### src/rtl/elevator_call_scheduler.sv
// SCAN call scheduler: latches hall/cabin button pulses into pending-call lamps,
// runs the collective direction FSM and registers the next stop for the controller.
module elevator_call_scheduler #(
  parameter int FLOORS  = 8,
  parameter int LEVEL_W = 3
) (
  input  logic               clk,
  input  logic               reset,
  input  logic [FLOORS-1:0]  btn_in,
  input  logic [FLOORS-1:0]  btn_up_out,
  input  logic [FLOORS-1:0]  btn_down_out,
  input  logic [LEVEL_W-1:0] level,
  input  logic               door_open,
  input  logic               moving,
  output logic [FLOORS-1:0]  pend_in,
  output logic [FLOORS-1:0]  pend_up,
  output logic [FLOORS-1:0]  pend_down,
  output logic [1:0]         dir,
  output logic [LEVEL_W-1:0] target,
  output logic               target_valid
);

  typedef enum logic [1:0] {
    DIR_IDLE = 2'b00,
    DIR_UP   = 2'b01,
    DIR_DOWN = 2'b10
  } dir_e;

  localparam logic [FLOORS-1:0] UP_MASK   = {1'b0, {(FLOORS-1){1'b1}}};
  localparam logic [FLOORS-1:0] DOWN_MASK = {{(FLOORS-1){1'b1}}, 1'b0};

  logic [FLOORS-1:0]  pend_in_q, pend_up_q, pend_down_q;
  logic [FLOORS-1:0]  pend_in_d, pend_up_d, pend_down_d;
  dir_e               dir_q, dir_d;
  logic [LEVEL_W-1:0] target_q, target_d;
  logic               valid_q, valid_d;

  logic [FLOORS-1:0]  gt_s, lt_s, eq_s, any_s;
  logic [FLOORS-1:0]  up_pri_s, up_alt_s, dn_pri_s, dn_alt_s;
  logic [LEVEL_W-1:0] up_pri_idx_s, up_alt_idx_s, dn_pri_idx_s, dn_alt_idx_s;
  logic               above_s, below_s, here_s;

  // Floor position relative to the car, and the four stop-candidate encoders
  always_comb begin
    gt_s = '0;
    lt_s = '0;
    eq_s = '0;
    up_pri_idx_s = '0;
    up_alt_idx_s = '0;
    dn_pri_idx_s = '0;
    dn_alt_idx_s = '0;
    for (int i = 0; i < FLOORS; i++) begin
      gt_s[i] = (LEVEL_W'(i) > level);
      lt_s[i] = (LEVEL_W'(i) < level);
      eq_s[i] = (LEVEL_W'(i) == level);
    end
    any_s    = pend_in_q | pend_up_q | pend_down_q;
    up_pri_s = (pend_in_q | pend_up_q) & gt_s;
    up_alt_s = pend_down_q & gt_s;
    dn_pri_s = (pend_in_q | pend_down_q) & lt_s;
    dn_alt_s = pend_up_q & lt_s;
    // Descending scans leave the lowest hit, ascending scans the highest
    for (int i = FLOORS - 1; i >= 0; i--) begin
      up_pri_idx_s = up_pri_s[i] ? LEVEL_W'(i) : up_pri_idx_s;
      dn_alt_idx_s = dn_alt_s[i] ? LEVEL_W'(i) : dn_alt_idx_s;
    end
    for (int i = 0; i < FLOORS; i++) begin
      up_alt_idx_s = up_alt_s[i] ? LEVEL_W'(i) : up_alt_idx_s;
      dn_pri_idx_s = dn_pri_s[i] ? LEVEL_W'(i) : dn_pri_idx_s;
    end
    above_s = |(any_s & gt_s);
    below_s = |(any_s & lt_s);
    here_s  = |(any_s & eq_s);
  end

  // Call capture; an open door at this floor wins over a simultaneous press
  always_comb begin
    pend_in_d   = (pend_in_q | btn_in) & ~(eq_s & {FLOORS{door_open}});
    pend_up_d   = (pend_up_q | (btn_up_out & UP_MASK))
                & ~(eq_s & {FLOORS{door_open && (dir_q != DIR_DOWN)}});
    pend_down_d = (pend_down_q | (btn_down_out & DOWN_MASK))
                & ~(eq_s & {FLOORS{door_open && (dir_q != DIR_UP)}});
  end

  // Direction FSM, frozen while the car is moving
  always_comb begin
    dir_d = dir_q;
    if (moving) begin
      dir_d = dir_q;
    end else begin
      case (dir_q)
        DIR_IDLE: dir_d = above_s ? DIR_UP   : (below_s ? DIR_DOWN : DIR_IDLE);
        DIR_UP:   dir_d = above_s ? DIR_UP   : (below_s ? DIR_DOWN : DIR_IDLE);
        DIR_DOWN: dir_d = below_s ? DIR_DOWN : (above_s ? DIR_UP   : DIR_IDLE);
        default:  dir_d = DIR_IDLE;
      endcase
    end
  end

  // Next stop: same-direction calls first, else the farthest reversal call
  always_comb begin
    target_d = level;
    case (dir_d)
      DIR_UP:   target_d = (|up_pri_s) ? up_pri_idx_s : ((|up_alt_s) ? up_alt_idx_s : level);
      DIR_DOWN: target_d = (|dn_pri_s) ? dn_pri_idx_s : ((|dn_alt_s) ? dn_alt_idx_s : level);
      default:  target_d = level;
    endcase
    valid_d = (dir_d != DIR_IDLE) | here_s;
  end

  // State registers
  always_ff @(posedge clk or negedge reset) begin
    if (!reset) begin
      pend_in_q   <= '0;
      pend_up_q   <= '0;
      pend_down_q <= '0;
      dir_q       <= DIR_IDLE;
      target_q    <= '0;
      valid_q     <= 1'b0;
    end else begin
      pend_in_q   <= pend_in_d;
      pend_up_q   <= pend_up_d;
      pend_down_q <= pend_down_d;
      dir_q       <= dir_d;
      target_q    <= target_d;
      valid_q     <= valid_d;
    end
  end

  assign pend_in      = pend_in_q;
  assign pend_up      = pend_up_q;
  assign pend_down    = pend_down_q;
  assign dir          = dir_q;
  assign target       = target_q;
  assign target_valid = valid_q;

endmodule

### config.mk
export PLATFORM = sky130hd
export DESIGN_NAME = elevator_call_scheduler
export DESIGN_NICKNAME = d
export VERILOG_FILES = /design/src/rtl/elevator_call_scheduler.sv
export SDC_FILE = /design/constraint.sdc
export NUM_CORES = 1
export LEC_CHECK = 0
export ABC_AREA = 1
export CAP_MARGIN = 30
export CELL_PAD_IN_SITES_DETAIL_PLACEMENT = 1
export CELL_PAD_IN_SITES_GLOBAL_PLACEMENT = 1
export CORE_UTILIZATION = 33
export CTS_CLUSTER_DIAMETER = 150
export CTS_CLUSTER_SIZE = 30
export DETAILED_ROUTE_END_ITERATION = 8
export PLACE_DENSITY_LB_ADDON = 0.08
export SETUP_SLACK_MARGIN = 0.1
export SLEW_MARGIN = 40
export SYNTH_ARGS = -nofsm -noshare
export SYNTH_HDL_FRONTEND = slang
export SYNTH_SLANG_ARGS = --single-unit
### constraint.sdc
create_clock -name clk -period 2.4 [get_ports clk]
set_input_delay 0.36 -clock clk [delete_from_list [all_inputs] [get_ports clk]]
set_output_delay 0.36 -clock clk [all_outputs]
set_load 0.01 [all_outputs]
==> flow_summary_export.csv, run 1 <==
group,metric,value,unit
cells_and_area,design_area,0.00324,sq mm
setup_path,crit_cells,16,
global_route,grt_pass1_wl,11.5,mm
flow_run,max-cap-violations,0,
drt,wl_met1,3.33,mm
global_route,grt_usage,24.1,%
setup_path,path_cells,"or2_4 > nor2_4 > o22ai_1 > nor2_1 > nand2_1 > o21ai_1 > nand2_1 > nand2_2 > inv_2 > ha_4 > inv_1 > nor2_1 > nand2_1 > nand2_1 > nand2_1 > nand2_1",
cells_and_area,fin_nets,434,
setup_path,critical_path_buf_inv_count,2,
drt,wl,7.75,mm
placement,dp_hpwl,5.67,mm
setup_path,worstSetupPathType,"reg2reg",
drt,wl_per_cell,16.3,um
power_and_ir_drop,power,1.41,mW
drt,drc,0,
power_and_ir_drop,p_per_area,435,mW/mm^2
placement,gp_congestion,0.870,
drt,drtIter0Drc,83,
logic_synthesis,synth_cells,299,
clock_tree,clock-sinks,30,
timing,setup_viol,0,
setup_path,startpoint,"pend_down[4]",
floorplan,die_y,80.5,um
clock_tree,htreeDepth,2,
timing,tightest_slew,0.562,ns
clock_tree,clk_latency,0.29,ns
logic_synthesis,syn_avg_cell_area,6.80,sq um
setup_path,r2r-start,"pend_down[4]",
setup_path,required,2.58,ns
logic_synthesis,yosys_warnings,0,
logic_synthesis,syn_area,0.00203,sq mm
timing,rsz0062_at_grt,"no",
power_and_ir_drop,cellLeakagePower,1.52,nW
setup_path,crit_top_cell,"nand2_1",
global_route,antenna_found_initial,0,
drt,drtPass1Iterations,4,
timing,finalCriticalPeriod,2.17,ns
setup_path,cp-end-kind,"register",
setup_path,slowest_stage,"dfrtp_1",
power_and_ir_drop,max-vdd-ir-drop,0.247,mV
timing,slew_headroom,62.1,%
status,status,"finished clean",
setup_path,cp_max_fo,3,
floorplan,start_util,34.3,%
logic_synthesis,synth.net_count,333,
drt,drtAntennaViolNets,0,
clock_tree,clkSlewWorstSetupHoldPaths,0.07,ns
timing,skew,0.00277,ns
cells_and_area,num_antenna_cells,0,
global_route,grt_pass1_vias,2303,
placement,dpl_cell_area,0.00294,sq mm
logic_synthesis,synthFlopType,"dfrtp_1",
setup_path,r2r_slack,0.23,ns
placement,io_buffers,58,
floorplan,die_w,80.5,um
placement,dp_cells,459,
setup_path,worstReg2RegEnd,"target[1]",
logic_synthesis,yosysSeqAreaShare,36.9,%
timing,final_max_slew_viol_count,0,
logic_synthesis,synth_edf_count,0,
cells_and_area,drive_gt1_share,21.4,%
drt,vias_per_cell,5.05,
clock_tree,cts_tree,"yes",
timing,fin_tns_setup,0,ns
floorplan,rows,28,
floorplan,io_pins,61,
setup_path,critPathTopFamily,"simple AND/OR/NAND/NOR gates",
setup_path,reg2reg_depth,16,
drt,num_vias,2405,
cells_and_area,final_cells,476,
clock_tree,hold_buffers,0,
logic_synthesis,synthDistinctLibCells,29,
drt,dr_wl_met3,355,um
cells_and_area,utilization,54.8,%
clock_tree,ctsRootBufferMaster,"clkbuf_8",
logic_synthesis,async_reset_ff_share,100,%
global_route,overflow,0,
floorplan,core_area,0.00592,sq mm
setup_path,startpoint_type,"register",
drt,routed.top_layer,"met4",
cells_and_area,nFillCells,764,
setup_path,critPathMaxStageDelay,0.38,ns
setup_path,endpoint,"target[1]",
worst_hold_path,min_path_type,"in2async",
timing,finalHoldViolations,0,
clock_tree,numCtsBuffers,5,
cells_and_area,area_delta_synth_final,59.4,%
timing,finalCritPeriodShare,90.5,%
timing,clock.fmax,460,MHz
logic_synthesis,synth.ff_latch_count,30,
global_route,grt_start_max_net_pins,31,
setup_path,crit_arrival,2.36,ns
floorplan,dieArea,0.00648,sq mm
drt,met2_length,3.87,mm
clock_tree,clock_path_buffers,2,
## stage by stage
stage / setup slack, ns / hold WS [ns]
detailed placement: -0.301 / 0.507
CTS: 0.116 / 0.487
floorplan: 0.390 / 0.0644
finish: 0.227 / 0.462
global placement: -0.219 / 0.492
global route: 0.0456 / 0.516
## cells by family after synthesis
kind of cell    share of synthesized area (%)
flops                                    36.9
compound gates                           17.9
fa+ha+maj                                1.85
simple gates                             33.9
buf+inv                                  9.42
## placed cells by master (no fill, tap or decap), drive strengths merged, types with 4 or more instances in the layout
cell type | synthesis | layout
clkbuf | 0 | 9
nor2 | 50 | 50
dfrtp | 30 | 30
inv | 43 | 43
nand2 | 80 | 80
a21oi | 23 | 23
o21ai | 22 | 22
nand3 | 21 | 21
buf | 3 | 37
clkdlybuf4s50 | 0 | 55
o22ai | 8 | 8
or2 | 4 | 4
## per-layer routing
layer / global-route usage [%] / vias up
met5: 0 / -
met4: 8.04 / 0
met3: 4.20 / 15
met2: 40.7 / 74
met1: 30.8 / 1155
li1: - / 1161
## cell type report
class / instances / area (sq um) / share of cell area, %
clock buffer: 7 / 86.3 / 2.66
clock inverter: 1 / 5.00 / 0.154
inverter: 43 / 161 / 4.98
multi-input combinational: 223 / 1190 / 36.7
sequential: 30 / 751 / 23.2
tap: 75 / 93.8 / 2.89
timing repair buffer: 97 / 953 / 29.4
## timing repair
action,4_1_cts,5_1_grt
gates resized for setup,6,26
setup endpoints to repair,3,3
cloned,0,2
pin swaps,2,8
buffers inserted,2,5
endpoints found under the hold margin,0,0
## power breakdown
group	switching (mW)	internal (mW)	leakage, nW
sequential	0.0275	0.534	0.305
combinational	0.206	0.201	1.16
clock	0.212	0.231	0.0482
total	0.445	0.966	1.52
## worst min-delay path by stage
stage / slack [ns] / endpoint / depth (start not counted) / startpoint
5_1_grt: 0.52 / pend_up[2] / 2 / reset
3_3_place_gp: 0.49 / pend_in[0] / 2 / pend_in[0]
4_1_cts: 0.49 / pend_down[7] / 2 / reset
2_1_floorplan: 0.06 / dir[0] / 0 / reset
6_report: 0.46 / pend_down[1] / 2 / reset
3_5_place_dp: 0.51 / pend_in[0] / 2 / pend_in[0]
## synth_stat cells, drive strengths merged, types with 2 or more instances
master | instances | area share (%)
dfrtp | 30 | 37
a21boi | 2 | 0.74
nand4 | 2 | 0.62
nand3 | 21 | 5.4
ha | 3 | 1.8
o21bai | 2 | 0.74
a21oi | 23 | 6.2
buf | 3 | 1.5
nor3 | 3 | 0.74
inv | 43 | 7.9
nand2 | 80 | 16
or2 | 4 | 1.2
o22ai | 8 | 2.5
nor2 | 50 | 10
o21ai | 22 | 6.5
## worst reg2reg max path, cell delays in order (launching register included)
cell	delay [ns]
dfrtp_1	0.38
or2_4	0.27
nor2_4	0.15
o22ai_1	0.10
nor2_1	0.19
nand2_1	0.08
o21ai_1	0.13
nand2_1	0.08
nand2_2	0.12
inv_2	0.08
ha_4	0.17
inv_1	0.05
nor2_1	0.04
nand2_1	0.06
nand2_1	0.06
nand2_1	0.06
nand2_1	0.05
## flip-flops by register name, summed over array words and instances (netlist names)
| signal | count |
|---|---|
| dir | 2 |
| target_valid | 1 |
| pend_in | 8 |
| target | 3 |
| pend_up | 8 |
| pend_down | 8 |
No activity file was read; power rests on OpenSTA's default activity.
==> run 2: changes to the inputs <==
--- a/config.mk
+++ b/config.mk
@@ -13,7 +13,7 @@
 export CTS_CLUSTER_DIAMETER = 150
 export CTS_CLUSTER_SIZE = 30
 export DETAILED_ROUTE_END_ITERATION = 8
-export PLACE_DENSITY_LB_ADDON = 0.08
+export PLACE_DENSITY = 0.85
 export SETUP_SLACK_MARGIN = 0.1
 export SLEW_MARGIN = 40
 export SYNTH_ARGS = -nofsm -noshare
==> flow_summary_export.csv, run 2 (synthesis results as in run 1) <==
group,metric,value,unit
setup_path,crit_arrival,2.41,ns
timing,setup_viol,0,
power_and_ir_drop,power_frac_seq,41.3,%
setup_path,required,2.57,ns
drt,drtIter0Drc,153,
setup_path,cp-end-kind,"register",
drt,wl_per_cell,17.2,um
flow_run,max-cap-violations,0,
clock_tree,clk_latency,0.29,ns
global_route,grt_usage,25.5,%
power_and_ir_drop,power,1.36,mW
floorplan,die_y,80.5,um
power_and_ir_drop,power.switching,0.434,mW
worst_hold_path,min_path_type,"in2async",
floorplan,die_w,80.5,um
drt,num_vias,2474,
power_and_ir_drop,swShare,31.8,%
status,status,"finished clean",
timing,final_max_slew_viol_count,0,
placement,gp_congestion,0.875,
placement,dp_hpwl,5.73,mm
setup_path,slowest_stage,"dfrtp_2",
cells_and_area,fin_nets,437,
global_route,grt_start_max_net_pins,31,
timing,finalCritPeriodShare,93.3,%
setup_path,crit_top_cell,"nand2_1",
setup_path,startpoint_type,"register",
placement,dp_cells,456,
cells_and_area,multi_input_comb_area,0.00119,sq mm
cells_and_area,nFillCells,727,
clock_tree,ctsRootBufferMaster,"clkbuf_8",
setup_path,r2r_slack,0.16,ns
clock_tree,clkSlewWorstSetupHoldPaths,0.07,ns
drt,routed.top_layer,"met4",
cells_and_area,register_area,753,sq um
drt,vias_per_cell,5.18,
timing,clock.fmax,447,MHz
clock_tree,clock_path_buffers,2,
timing,tightest_slew,0.610,ns
clock_tree,cts_tree,"yes",
drt,drc,0,
cells_and_area,final_cells,478,
setup_path,critical_path_buf_inv_count,2,
drt,wl,8.20,mm
global_route,overflow,0,
floorplan,dieArea,0.00648,sq mm
power_and_ir_drop,combPwrFrac,30.1,%
drt,met2_length,4.15,mm
timing,skew,0.00732,ns
global_route,antenna_found_initial,0,
timing,slew_headroom,58.9,%
setup_path,path_cells,"nor2_2 > nand2_1 > nand2_1 > o21ai_1 > nor2_2 > nand2_1 > o21ai_1 > nand2_1 > nand2_2 > inv_2 > ha_2 > inv_1 > nor2_1 > nand2_1 > nand2_1 > nand2_1 > nand2_1",
drt,wl_met1,3.32,mm
cells_and_area,num_antenna_cells,0,
setup_path,worstSetupPathType,"reg2reg",
floorplan,io_pins,61,
timing,fin_ws,0.161,ns
drt,drtPass1Iterations,5,
global_route,grt_pass1_vias,2509,
global_route,grt_pass1_wl,12.3,mm
power_and_ir_drop,p_int,0.929,mW
power_and_ir_drop,pwr-share-clk,28.6,%
placement,io_buffers,58,
power_and_ir_drop,max-vdd-ir-drop,0.239,mV
cells_and_area,drive_gt1_share,23.3,%
drt,drtAntennaViolNets,0,
setup_path,critPathTopFamily,"simple AND/OR/NAND/NOR gates",
floorplan,start_util,34.3,%
timing,finalCriticalPeriod,2.24,ns
timing,finalHoldViolations,0,
timing,rsz0062_at_grt,"no",
cells_and_area,final_common_cell,"nand2_1",
drt,dr_wl_met3,376,um
clock_tree,clock-sinks,30,
setup_path,cp_max_fo,4,
power_and_ir_drop,p_per_area,420,mW/mm^2
power_and_ir_drop,cellLeakagePower,1.52,nW
floorplan,core_area,0.00592,sq mm
clock_tree,numCtsBuffers,5,
cells_and_area,area_delta_synth_final,59.4,%
cells_and_area,mostFrequentLayoutCells,"75 x nand2_1, 55 x clkdlybuf4s50_1, 38 x buf_4",
floorplan,rows,28,
placement,place_ws,-0.256,ns
clock_tree,htreeDepth,2,
setup_path,critPathMaxStageDelay,0.46,ns
[run 2: changes by cell type in the layout (fill, tap and decap cells not counted), moves of 2 or more]
cell and change:
buf_4 +4, dfrtp_1 -2, dfrtp_2 +2, inv_1 -2
inv_2 +2, nor2_4 +2
[run 2: cell type report]
cell class	instances	share of cell area, %
Clock buffer	5	2.12
Clock inverter	2	0.309
Inverter	43	4.98
Multi-Input combinational cell	223	36.9
Sequential cell	30	23.2
Tap cell	75	2.90
Timing Repair Buffer	100	29.6
[run 2: timing repair]
item,in CTS,in global routing
gates cloned,0,1
hold buffers,0,0
resized for setup,15,24
buffers inserted,5,9
pin swaps,4,7
setup endpoints to repair,3,3
[run 2: worst paths after layout]
check | end | start | cells past startpoint
worst max-delay path | target[1] | pend_in[2] | 17
worst min-delay path | pend_up[4] | reset | 2
worst max register to register | target[1] | pend_in[2] | 17
worst min register to register | pend_in[0] | pend_in[0] | 2
max in group asynchronous | pend_in[2] | reset | 2
min in group clk | target[0] | level[0] | 4
[run 2: power groups by stage]
stage / sequential [mW] / clock (mW) / combinational (mW)
after floorplan: 0.580 / 0 / 0.146
after global placement: 0.568 / 0 / 0.354
after detailed placement: 0.570 / 0 / 0.364
after CTS: 0.561 / 0.402 / 0.382
after global routing: 0.566 / 0.418 / 0.448
final: 0.563 / 0.389 / 0.411
[run 2: stage by stage]
stage | cell area [sq um] | hold WS [ns] | util [%] | setup TNS (ns)
after global placement | 2920 | 0.493 | 49.3 | -0.535
after global routing | 3240 | 0.498 | 54.7 | 0
final | 3240 | 0.467 | 54.7 | 0
after floorplan | 2030 | 0.0644 | - | 0
after detailed placement | 2920 | 0.512 | 49.3 | -0.752
after CTS | 3080 | 0.474 | 52.0 | 0
[run 2: layer usage]
layer  vias to the layer above  global-route usage (%)
met1                      1192                    30.8
met2                        90                    43.4
li1                       1165                       -
met3                        27                    3.75
met4                         0                    13.6
met5                         -                       0
[run 2: worst reg2reg max path, cell delays in order, from the launching register on]
cell and delay [ns]:
dfrtp_2 0.46, nor2_2 0.16, nand2_1 0.12, nand2_1 0.10
o21ai_1 0.08, nor2_2 0.17, nand2_1 0.08, o21ai_1 0.14
nand2_1 0.08, nand2_2 0.12, inv_2 0.07, ha_2 0.20
inv_1 0.06, nor2_1 0.04, nand2_1 0.07, nand2_1 0.07
nand2_1 0.06, nand2_1 0.05
==> RTL edit (config.mk and constraints of run 2) <==
Add an input register stage for `btn_in`, with the module's reset; this delays it by one clock. The other inputs are not delayed to match.
--- a/src/rtl/elevator_call_scheduler.sv
+++ b/src/rtl/elevator_call_scheduler.sv
@@ -30,2 +30,12 @@
   localparam logic [FLOORS-1:0] DOWN_MASK = {{(FLOORS-1){1'b1}}, 1'b0};
+
+  logic [FLOORS-1:0] btn_q;
+
+  always_ff @(posedge clk or negedge reset) begin
+    if (!reset) begin
+      btn_q <= '0;
+    end else begin
+      btn_q <= btn_in;
+    end
+  end
 
@@ -77,3 +87,3 @@
   always_comb begin
-    pend_in_d   = (pend_in_q | btn_in) & ~(eq_s & {FLOORS{door_open}});
+    pend_in_d   = (pend_in_q | btn_q) & ~(eq_s & {FLOORS{door_open}});
     pend_up_d   = (pend_up_q | (btn_up_out & UP_MASK))
Check against the original RTL: not equivalent (a bounded check fails within 4 cycles, from zero or initial values and one cycle with reset low).
==> RTL edit against run 2 <==
  * Area after synthesis increased by 6.3%
  * Clock power grew 79%
  * Design area is 13% higher
  * Largest cell class unchanged
  * Wire length rose by 31%
  * Total power up 37%
  * Critical endpoint unchanged
  * Setup slack worse by 140 ps
  * Sequential cell count grew 8
  * Non-clock buffer count grew 25
  * Hold slack lost 460 ps
==> RTL edit: results (changes against run 2) <==
metric	value	unit	change
ir_drop	0.408	mV	was 0.239 mV
finClkSkew	5.32	ps	was 7.32 ps
crit_path_max_fanout	3		was 4
clk_latency	310	ps	was 290 ps
synth_seq_area_share	0.440		was 0.369
ys_types	31		was 29
detail_route.iter0.violations	230		was 153
slowest_delay	390	ps	was 460 ps
grt_max_degree	39		was 31
synth_fp_nets	340		was 333
wire_per_inst	20.9	µm	was 17.2 µm
post-place-cells	482		was 456
cpMaxStageDelayCell	dfrtp_1		was dfrtp_2
ys_top_cells_by_area	dfrtp_1, nand2_1, nor2_1		unchanged
grt_pass1_vias	2938		was 2509
final_area	0.00366	mm²	was 0.00324 mm²
leakage	1.76	nW	was 1.52 nW
finalNonFillerCells	513		was 478
status	finished clean		unchanged
gp_congestion	0.917		was 0.875
drt_pass1_iterations	4		was 5
crit_arrival	2590	ps	was 2410 ps
fill_cells	761		was 727
grt_usage	0.287		was 0.255
post_dp_cell_area	0.00315	mm²	was 0.00292 mm²
nets	469		was 437
layout-drive-gt1-share	0.287		was 0.233
ys_top_cells_by_count	nand2_1, nor2_1, dfrtp_1, inv_1, a21oi_1		was nand2_1, nor2_1, inv_1, dfrtp_1, a21oi_1
[RTL edit: cells by family after synthesis]
| group | count (synthesis) | synth area share |
|---|---|---|
| and+or+nand+nor | 158 | 0.302 |
| AOI/OAI and AO/OA | 58 | 0.152 |
| adders and majority gates | 3 | 0.0174 |
| buffers and inverters | 49 | 0.0891 |
| DFF | 38 | 0.440 |
[RTL edit: layout make-up]
class / count / share of cell area
repair buffers: 125 / 0.298
multi-input cells: 219 / 0.327
flip-flops and latches: 38 / 0.260
well taps: 77 / 0.0263
clock inverters: 2 / 0.0164
inverters: 46 / 0.0492
clock buffers: 6 / 0.0226
[RTL edit: critical path, delay by kind of cell, from the launching register on]
kind | cells | cell delay, ps
AO/OA/AOI/OAI | 3 | 440
adder cells (fa/ha/maj) | 1 | 160
AND/OR/NAND/NOR | 10 | 1000
buffers and inverters | 3 | 280
flip-flops | 1 | 390
[RTL edit: worst paths after layout]
| path | depth (start not counted) | to | slack (ps) | startpoint |
|---|---|---|---|---|
| hold reg to reg | 2 | pend_in[4] | 460 | btn_q[4] |
| setup reg to reg | 17 | target[1] | 20 | pend_in[3] |
| min in group clk | 2 | pend_in[4] | 460 | btn_q[4] |
| hold / removal | 1 | pend_in[0] | 10 | reset |
| setup / recovery | 17 | target[1] | 20 | pend_in[3] |
| max in group asynchronous | 1 | btn_q[6] | 2040 | reset |
[RTL edit: through the flow]
stage,power [mW],TNS [ps],worst slack [ps]
3_3_place_gp,1.07,-1600,-527
6_report,1.87,0,23.3
3_5_place_dp,1.08,-1980,-614
4_1_cts,1.81,0,112
5_1_grt,1.93,-181,-124
2_1_floorplan,0.855,0,155
[RTL edit: power breakdown]
group | leakage [nW] | switching (mW) | internal [mW]
combinational | 1.29 | 0.251 | 0.214
sequential | 0.397 | 0.0299 | 0.674
clock | 0.0714 | 0.254 | 0.443
[RTL edit: per-layer routing]
metal / GRT usage / vias up / part of all wire
met5: 0 / - / 0
met4: 0.182 / 0 / 0.062
met3: 0.0616 / 50 / 0.060
met2: 0.472 / 140 / 0.49
met1: 0.339 / 1348 / 0.39
li1: - / 1232 / -
[RTL edit: what timing repair did]
| item | CTS | global route |
|---|---|---|
| hold buffers | 0 | 0 |
| setup endpoints to repair | 4 | 3 |
| gates resized for setup | 31 | 30 |
| endpoints found under the hold margin | 0 | 0 |
| pin swaps | 14 | 15 |
| setup buffers | 14 | 9 |
